[src/rtl/c2h_seg_framer_pkg.sv]
// Shared types and width helpers for the C2H segmenter.
// Optional statistics ports are enabled by defining C2H_SEG_FRAMER_STATS_EN.
package c2h_seg_framer_pkg;

  typedef enum logic [1:0] {
    IDLE = 2'd0,
    PASS = 2'd1,
    DROP = 2'd2
  } c2h_state_e;

  // Fixed-width view of a FIFO entry at the default 64-bit datapath.
  localparam int unsigned C2H_DEF_DATA_W = 64;

  typedef struct packed {
    logic [C2H_DEF_DATA_W-1:0]   tdata;
    logic [C2H_DEF_DATA_W/8-1:0] tkeep;
    logic                        tlast;
  } c2h_entry_t;

  function automatic int unsigned c2h_ptr_w(input int unsigned depth);
    return (depth > 1) ? $clog2(depth) : 1;
  endfunction

  function automatic int unsigned c2h_cnt_w(input int unsigned n);
    return $clog2(n + 1);
  endfunction

endpackage

[src/rtl/c2h_seg_fifo.sv]
// First-word-fall-through FIFO with synchronous flush.
// The head entry is visible on o_data whenever o_empty is low.
module c2h_seg_fifo
  import c2h_seg_framer_pkg::*;
#(
  parameter int unsigned W     = 73,
  parameter int unsigned DEPTH = 16
) (
  input  logic                          clk,
  input  logic                          sys_rst_n,
  input  logic                          i_push,
  input  logic [W-1:0]                  i_data,
  input  logic                          i_pop,
  input  logic                          i_flush,
  output logic [W-1:0]                  o_data,
  output logic [c2h_cnt_w(DEPTH)-1:0]   o_count,
  output logic                          o_full,
  output logic                          o_empty
);

  localparam int unsigned PW = c2h_ptr_w(DEPTH);
  localparam int unsigned CW = c2h_cnt_w(DEPTH);

  logic [W-1:0]  r_mem [DEPTH];
  logic [PW-1:0] r_wr_ptr;
  logic [PW-1:0] r_rd_ptr;
  logic [CW-1:0] r_count;
  logic          w_push_ok;
  logic          w_pop_ok;

  assign o_full    = (r_count == CW'(DEPTH));
  assign o_empty   = (r_count == '0);
  assign w_push_ok = i_push && !o_full;
  assign w_pop_ok  = i_pop && !o_empty;
  assign o_data    = r_mem[r_rd_ptr];
  assign o_count   = r_count;

  always_ff @(posedge clk) begin
    if (w_push_ok && !i_flush) begin
      r_mem[r_wr_ptr] <= i_data;
    end
  end

  always_ff @(posedge clk or negedge sys_rst_n) begin
    if (!sys_rst_n) begin
      r_wr_ptr <= '0;
      r_rd_ptr <= '0;
      r_count  <= '0;
    end else if (i_flush) begin
      r_wr_ptr <= '0;
      r_rd_ptr <= '0;
      r_count  <= '0;
    end else begin
      if (w_push_ok) r_wr_ptr <= r_wr_ptr + 1'b1;
      if (w_pop_ok)  r_rd_ptr <= r_rd_ptr + 1'b1;
      case ({w_push_ok, w_pop_ok})
        2'b10:   r_count <= r_count + 1'b1;
        2'b01:   r_count <= r_count - 1'b1;
        default: r_count <= r_count;
      endcase
    end
  end

endmodule

[src/rtl/c2h_seg_framer.sv]
// C2H segmenter: buffers source beats and re-frames them into segments of at most
// MAX_BEATS beats; flushes on PCIe link loss. Stats ports under C2H_SEG_FRAMER_STATS_EN.
module c2h_seg_framer
  import c2h_seg_framer_pkg::*;
#(
  parameter int unsigned DATA_W     = 64,
  parameter int unsigned FIFO_DEPTH = 16,
  parameter int unsigned MAX_BEATS  = 32
) (
  input  logic                clk,
  input  logic                sys_rst_n,
  input  logic                user_lnk_up,
  input  logic [DATA_W-1:0]   s_axis_tdata,
  input  logic [DATA_W/8-1:0] s_axis_tkeep,
  input  logic                s_axis_tlast,
  input  logic                s_axis_tvalid,
  output logic                s_axis_tready,
  output logic [DATA_W-1:0]   m_axis_tdata,
  output logic [DATA_W/8-1:0] m_axis_tkeep,
  output logic                m_axis_tlast,
  output logic                m_axis_tvalid,
  input  logic                m_axis_tready,
  output logic                busy
`ifdef C2H_SEG_FRAMER_STATS_EN
  ,
  output logic [31:0]         stat_pkt_cnt,
  output logic [31:0]         stat_seg_cnt,
  output logic [31:0]         stat_drop_cnt
`endif
);

  localparam int unsigned KEEP_W = DATA_W / 8;
  localparam int unsigned CNT_W  = c2h_cnt_w(FIFO_DEPTH);
  localparam int unsigned BC_W   = c2h_cnt_w(MAX_BEATS);
  localparam int unsigned ENT_W  = DATA_W + KEEP_W + 1;

  typedef struct packed {
    logic [DATA_W-1:0] tdata;
    logic [KEEP_W-1:0] tkeep;
    logic              tlast;
  } entry_t;

  c2h_state_e       r_state;
  c2h_state_e       w_state_nxt;
  logic             r_out_en;
  logic [BC_W-1:0]  r_beat_cnt;
  entry_t           w_push_entry;
  entry_t           w_head;
  logic [CNT_W-1:0] w_count;
  logic             w_full;
  logic             w_empty;
  logic             w_accept;
  logic             w_push;
  logic             w_pop;
  logic             w_flush;
  logic             w_seg_last;
  logic             w_pass_to_drop;

  assign w_push_entry = '{tdata: s_axis_tdata, tkeep: s_axis_tkeep, tlast: s_axis_tlast};

  c2h_seg_fifo #(
    .W     (ENT_W),
    .DEPTH (FIFO_DEPTH)
  ) u_fifo (
    .clk       (clk),
    .sys_rst_n (sys_rst_n),
    .i_push    (w_push),
    .i_data    (w_push_entry),
    .i_pop     (w_pop),
    .i_flush   (w_flush),
    .o_data    (w_head),
    .o_count   (w_count),
    .o_full    (w_full),
    .o_empty   (w_empty)
  );

  // r_out_en keeps s_axis_tready low while reset is held, including the idle state.
  always_ff @(posedge clk or negedge sys_rst_n) begin
    if (!sys_rst_n) r_out_en <= 1'b0;
    else            r_out_en <= 1'b1;
  end

  assign w_flush       = !user_lnk_up;
  assign s_axis_tready = r_out_en && ((r_state == DROP) || (user_lnk_up && !w_full));
  assign w_accept      = s_axis_tvalid && s_axis_tready;
  assign w_push        = w_accept && (r_state != DROP);
  assign w_pop         = m_axis_tvalid && m_axis_tready;

  assign m_axis_tvalid = !w_empty;
  assign w_seg_last    = w_head.tlast || (r_beat_cnt == BC_W'(MAX_BEATS - 1));
  assign m_axis_tlast  = m_axis_tvalid && w_seg_last;
  assign m_axis_tdata  = m_axis_tvalid ? w_head.tdata : '0;
  assign m_axis_tkeep  = m_axis_tvalid ? w_head.tkeep : '0;
  assign busy          = (w_count != '0) || (r_state != IDLE);

  always_ff @(posedge clk or negedge sys_rst_n) begin
    if (!sys_rst_n) r_state <= IDLE;
    else            r_state <= w_state_nxt;
  end

  always_comb begin
    w_state_nxt    = r_state;
    w_pass_to_drop = 1'b0;
    case (r_state)
      IDLE: begin
        if (w_accept && !s_axis_tlast) w_state_nxt = PASS;
      end
      PASS: begin
        if (!user_lnk_up) begin
          w_state_nxt    = DROP;
          w_pass_to_drop = 1'b1;
        end else if (w_accept && s_axis_tlast) begin
          w_state_nxt = IDLE;
        end
      end
      DROP: begin
        if (w_accept && s_axis_tlast) w_state_nxt = IDLE;
      end
      default: w_state_nxt = IDLE;
    endcase
  end

  always_ff @(posedge clk or negedge sys_rst_n) begin
    if (!sys_rst_n) begin
      r_beat_cnt <= '0;
    end else if (w_flush) begin
      r_beat_cnt <= '0;
    end else if (w_pop) begin
      r_beat_cnt <= m_axis_tlast ? '0 : r_beat_cnt + 1'b1;
    end
  end

`ifdef C2H_SEG_FRAMER_STATS_EN
  logic [31:0]      r_pkt_cnt;
  logic [31:0]      r_seg_cnt;
  logic [31:0]      r_drop_cnt;
  logic [CNT_W-1:0] w_flushed;

  // A pop in the link-loss cycle still completes, so it is not counted as flushed.
  assign w_flushed = w_flush ? (w_count - CNT_W'(w_pop)) : '0;

  always_ff @(posedge clk or negedge sys_rst_n) begin
    if (!sys_rst_n) begin
      r_pkt_cnt  <= '0;
      r_seg_cnt  <= '0;
      r_drop_cnt <= '0;
    end else begin
      if (w_pop && w_head.tlast) r_pkt_cnt <= r_pkt_cnt + 32'd1;
      if (w_pop && m_axis_tlast) r_seg_cnt <= r_seg_cnt + 32'd1;
      r_drop_cnt <= r_drop_cnt + 32'(w_pass_to_drop) + 32'(w_flushed);
    end
  end

  assign stat_pkt_cnt  = r_pkt_cnt;
  assign stat_seg_cnt  = r_seg_cnt;
  assign stat_drop_cnt = r_drop_cnt;
`endif

endmodule

[config.mk]
export PLATFORM = sky130hd
export DESIGN_NAME = c2h_seg_framer
export DESIGN_NICKNAME = d
export VERILOG_FILES = /design/src/rtl/c2h_seg_framer_pkg.sv /design/src/rtl/c2h_seg_fifo.sv /design/src/rtl/c2h_seg_framer.sv
export SDC_FILE = /design/constraint.sdc
export NUM_CORES = 1
export LEC_CHECK = 0
export CORE_AREA = 2 2 365 367
export CTS_CLUSTER_DIAMETER = 100
export DETAILED_ROUTE_END_ITERATION = 8
export DIE_AREA = 0 0 367 369
export HOLD_SLACK_MARGIN = 0.06
export PLACE_DENSITY = 0.46
export RECOVER_POWER = 50
export SETUP_SLACK_MARGIN = 0.4
export SKIP_CTS_REPAIR_TIMING = 1
export SYNTH_ARGS = -nofsm -noshare
export SYNTH_HDL_FRONTEND = slang
export SYNTH_SLANG_ARGS = --single-unit
[constraint.sdc]
create_clock -name clk -period 16.2 [get_ports clk]
set_clock_uncertainty 0.05 [all_clocks]
set_input_delay 4.05 -clock clk [delete_from_list [all_inputs] [get_ports clk]]
set_output_delay 4.05 -clock clk [all_outputs]
set_load 0.05 [all_outputs]
# Word-level counts from Yosys, hierarchy flattened
# Memories as Yosys holds them, arrays and structs flattened.
# Cells that the tools add are included.
[op_classes]
addsub = 5
eq_ne = 12
muxes = 17
n_reduce_logical = 21
[op_table]
columns = ["cell", "count"]
rows = [
  ["$mux 64", 1],
  ["$mux 6", 3],
  ["$mux 4", 4],
  ["$logic_and 1x1->1", 11],
  ["$pmux 5 s2", 1],
  ["$add 4x1->4 const B", 2],
  ["$mux 8", 1],
  ["$add 6x1->6 const B", 1],
  ["$eq 6x5->1 const B", 1],
  ["$mux 2", 3],
  ["$ne 2x1->1 const B", 3],
  ["$pmux 2 s3", 1],
  ["$add 5x1->5 const B", 1],
  ["$eq 5x5->1 const B", 1],
  ["$logic_not 5->1", 1],
  ["$mux 5", 1],
  ["$reduce_bool 5->1", 1],
  ["$sub 5x1->5 const B", 1],
  ["$eq 2x1->1 const B", 2],
  ["$eq 2x2->1 const B", 2],
  ["$ne 2x2->1 const B", 2],
  ["$logic_not 1->1", 3],
  ["$logic_or 1x1->1", 3],
  ["$ne 3x1->1 const B", 1],
  ["other kinds (3)", 4],
]
[totals]
reg_bits = 22
ram_bits = 1168
inputBits = 78
output_inout_bits = 76
elab_cells = 62
memories = 1
[mem_list]
columns = ["name", "words", "width", "read_ports", "rd_ports_with_merged_regs", "write_ports", "line", "source"]
rows = [
  ["u_fifo.r_mem", 16, 73, 1, 0, 1, "c2h_seg_fifo.sv:24", "logic [W-1:0] r_mem [DEPTH];"],
]

# Logic depth before layout (Yosys ltp)
[depth]
depth_word = 11
ltp_mapped = 10
depth_no_buf = 9

# Cells and area by module
# A second synthesis with hierarchy kept.
[hier_totals]
hier_cells = 1880
hier_area_um2 = 45974.1
[modules_own_cells]
columns = ["mod", "n_inst", "cells_each", "area_per_inst_um2", "seq_area_each_um2"]
rows = [
  ["c2h_seg_fifo", 1, 1736, 44921.8, 35399.0],
  ["c2h_seg_framer", 1, 144, 1052.3, 225.2],
]

# Least setup slack after synthesis
# Ideal clock, no wire load.
[synth_timing]
path_kind = "input port to flip-flop"
startpoint = "in s_axis_tvalid"
endpoint = "mem u_fifo.r_mem[3][0] (enable)"
setup_ns = 0.594
arrival_ns = 9.819
required_time_ns = 15.556
path_slack_ns = 5.736
path_stages = 5
n_path_buf = 1
path_cell_list = "nand3_1 > a211oi_1 > buf_2 > nand2_1 > nor3_1"
[synth_via]
elab_chain_len = 6
[synth_lines]
columns = ["element", "line", "source"]
rows = [
  ["start, declared", "c2h_seg_framer.sv:16", "input logic s_axis_tvalid,"],
  ["$logic_and 1x1->1", "c2h_seg_framer.sv:85", "assign w_accept = s_axis_tvalid && s_axis_tready;"],
  ["$logic_and 1x1->1", "c2h_seg_framer.sv:86", "assign w_push = w_accept && (r_state != DROP);"],
  ["$logic_and 1x1->1", "c2h_seg_fifo.sv:33", "assign w_push_ok = i_push && !o_full;"],
  ["$logic_and 1x1->1", "c2h_seg_fifo.sv:39", "if (w_push_ok && !i_flush) begin"],
  ["$mux 1", "c2h_seg_fifo.sv:39", ""],
  ["$mux 1 (implied by the code)", "c2h_seg_fifo.sv:40", "r_mem[r_wr_ptr] <= i_data;"],
  ["end, declared", "c2h_seg_fifo.sv:24", ""],
]
# Every way passes these cells.

# Worst setup path in the final report
[layout_timing]
startpoint = "in user_lnk_up"
endpoint = "out s_axis_tready"
[layout_via]
elab_chain_len = 3
[layout_lines]
columns = ["element", "line", "source"]
rows = [
  ["start, declared", "c2h_seg_framer.sv:12", "input logic user_lnk_up,"],
  ["$logic_and 1x1->1", "c2h_seg_framer.sv:84", "assign s_axis_tready = r_out_en && ((r_state == DROP) || (user_lnk_up && !w_full));"],
  ["$logic_or 1x1->1", "c2h_seg_framer.sv:84", ""],
  ["$logic_and 1x1->1", "c2h_seg_framer.sv:84", ""],
  ["end, declared", "c2h_seg_framer.sv:17", "output logic s_axis_tready,"],
]
# Every way passes these cells.

==> qor.yml <==
status: "complete, no violations"
muxShareOfSynthArea_pct: 17.9
ant_nets: 0
h-tree-depth: 4
synthTopCellsByArea: "edfxtp_1, mux4_2, dfrtp_1, and2_1, buf_6"
period_minus_slack_ps: 10460
cp-start-kind: "input port"
worst_ep_arrival_time_ps: 6360
synth_compound_area_share_pct: 0.609
hp-start: "r_state[1]$_DFFE_PN0P_"
cpLargestDelayFamily: "buffers and inverters"
grt_pass1_wl_um: 161000
dieArea_sq_um: 135000
synth_adder_area_share_pct: 0.219
gp_congestion: 0.698
synth_top_cell_by_area: "edfxtp_1"
start_util_pct: 34.9
clk_latency_ps: 740
startpoint: "user_lnk_up"
critical_path_buf_inv_count: 3
reg2reg_from: "u_fifo.o_count[1]$_DFFE_PN0P_"
path_class: "input port to output port"
grt_overflow: 0
netlist_area_sq_um: 45800
synth-simple-area-share_pct: 1.94
routed_wl_um: 111000
drive_above_1_share_pct: 27.3
cts_buffer_depth: 3
worstSetupEndpointType: "output port"
vias: 20500
powerDensity_nw_per_um2: 158
netlist_instances: 1880
cts-root-buf: "clkbuf_16"
viasPerCell: 5.16
finalNonFillerCells: 3969
fp-row-count: 133
place_inst: 3735
wl_per_cell_um: 28.1
ys_types: 49
numPortBuffers: 153
comb_power_share_pct: 25.3
seqPwrFrac_pct: 41.1
yosysTopAreaCellShare_pct: 76.6
slew-limit-headroom_pct: 17.5
synth_top_family_by_area: "multiplexers"
grtUsageTotal_pct: 16.6
async_flop_share_pct: 1.85
drt_iter0_markers: 1623
p_sw_share_pct: 28.9
top_layer: "met5"
met3WireLength_um: 5380
min_period_over_period_pct: 64.6
ios: 154
cap_violations: 0
antenna_found_initial: 32
core-area_sq_um: 131000
ys_seq_area_share_pct: 77.8
syn_nets: 1966
worstPathMaxFanout: 20
drt-pass1-iter-count: 5
cp_data_required_time_ps: 12100
fp.dieH_um: 369
setup_violations: 0
tns_ps: 0
p_leak_nw: 16.1
cts_tree: "yes"
synth_edf_count: 1168
rsz0062_at_grt: "false"
clkPwrFrac_pct: 33.6
final_util_pct: 40.8
slowest_stage: "clkdlybuf4s50_1"
max_freq_ghz: 0.0956
drc_errors: 0
grt_max_degree: 114
grt_pass1_vias: 22200
clkSinkCount: 1190
routed-wl-met2_um: 54300
yosysWarnings: 0
chipWidth_um: 367
hpwlAfterDp_um: 53400
internal_power_mw: 6.00
synthFlopType: "edfxtp_1"
r2r_setup_slack_ps: 11920
hold_path.class: "flop to flop"
syn_avg_cell_area_sq_um: 24.4
synth_xor_area_share_pct: 0.153
worstMarginPinSlew_ps: 1230
crit_chain: "dlygate4sd3_1, inv_1, a21oi_1, o21a_1, clkdlybuf4s50_1"
path_clk_slew_ps: 60
max_stage_delay_ps: 820
cts_buffers: 130
nets: 2198
maxSlewViolCount: 0
areaGrowthSynthToFinish_pct: 16.8
switchingPower_mw: 2.44
ys_ff_latch: 1190
fillers: 11600
vdd_drop_max_uv: 138
hold_viol: 0
finalPower_mw: 8.44
met1_length_um: 49400
## cells by family after synthesis
| group | Yosys count |
|---|---|
| flops | 1190 |
| buf+inv | 107 |
| compound gates | 40 |
| fa+ha+maj | 8 |
| simple gates | 158 |
| xor+xnor | 8 |
| mux | 368 |
| other cells | 1 |
## power groups by stage
stage	Clock, mW	Combinational (mW)	Sequential (mW)
floorplan	0	1.59	3.49
global placement	0	2.19	3.53
detailed placement	0	2.20	3.54
CTS	2.92	2.20	3.47
global route	3.03	2.27	3.48
finish	2.84	2.13	3.47
## state kept, by name, summed over array words and instances (netlist names)
| signal | count |
|---|---|
| u_fifo.r_mem | 1168 |
| r_beat_cnt | 6 |
| u_fifo.o_count | 5 |
| u_fifo.r_rd_ptr | 4 |
| u_fifo.r_wr_ptr | 4 |
| r_state | 2 |
| r_out_en | 1 |
## worst paths after layout
check,to,cells after the start
worst max-delay path,s_axis_tready,5
worst min register to register,r_state[0]$_DFFE_PN0P_,1
worst max register to register,u_fifo.r_mem[6][27]$_DFFE_PP_,7
min in group asynchronous,r_beat_cnt[3]$_DFFE_PN0P_,1
max in group asynchronous,u_fifo.r_rd_ptr[1]$_DFFE_PN0P_,1
worst min-delay path,r_state[0]$_DFFE_PN0P_,1
## metrics by stage
step / hold WS, ps / worst slack (ps) / instance area [sq um]
2_1_floorplan: 391 / 5740 / 45800
4_1_cts: 459 / 5820 / 53500
3_3_place_gp: 432 / 5810 / 49400
5_1_grt: 504 / 5600 / 53500
6_report: 449 / 5740 / 53500
3_5_place_dp: 435 / 5830 / 49400
## routing by layer
layer | vias to the layer above | GRT usage (%)
li1 | 8529 | -
met1 | 11200 | 22.9
met2 | 479 | 27.0
met3 | 199 | 3.39
met4 | 26 | 4.52
met5 | - | 0
## layout make-up
cell class                      instances  area [sq um]  area share, %
Antenna cell                            5          12.5         0.0234
Clock buffer                          170          3590           6.72
Clock inverter                         59           480          0.898
Inverter                                7          26.3         0.0491
Multi-Input combinational cell        583          9640           18.0
Sequential cell                      1190         35600           66.6
Tap cell                             1755          2200           4.10
Timing Repair Buffer                  200          1900           3.56
## layout by cell type, fill, tap and decap left out, drive strengths merged, types with 3 or more instances in the layout
cell,Yosys,final
and3,3,3
mux4,361,361
and2,75,75
o22ai,4,4
o211ai,3,3
ha,8,8
dfrtp,22,22
bufinv,0,8
nand3,5,5
nand2b,3,3
nor4,4,4
nor3,11,11
nor2,26,26
o21ai,3,3
clkdlybuf4s50,0,77
dlygate4sd3,0,76
clkinv,0,48
diode,0,5
inv,7,10
xor2,4,4
edfxtp,1168,1168
nor2b,4,4
xnor2,4,4
a22oi,3,3
mux2i,7,7
a21oi,9,9
buf,57,45
clkbuf,43,172
nand2,20,20
## synth_stat cells, types with 3 or more instances
library cell and n:
buf_2 14, o22ai_1 4, nor2_1 26, mux4_2 361, nand3_1 5, buf_4 4
nand2_1 20, mux2i_1 7, a22oi_1 3, buf_1 13, nand2b_1 3, xnor2_1 4
xor2_1 4, nor3_1 11, o211ai_1 3, ha_1 8, clkbuf_1 43, inv_1 7
and2_1 75, dfrtp_1 22, a21oi_1 9, nor2b_1 4, and3_1 3, edfxtp_1 1168
buf_6 26
No activity file was read; power rests on OpenSTA's default activity.
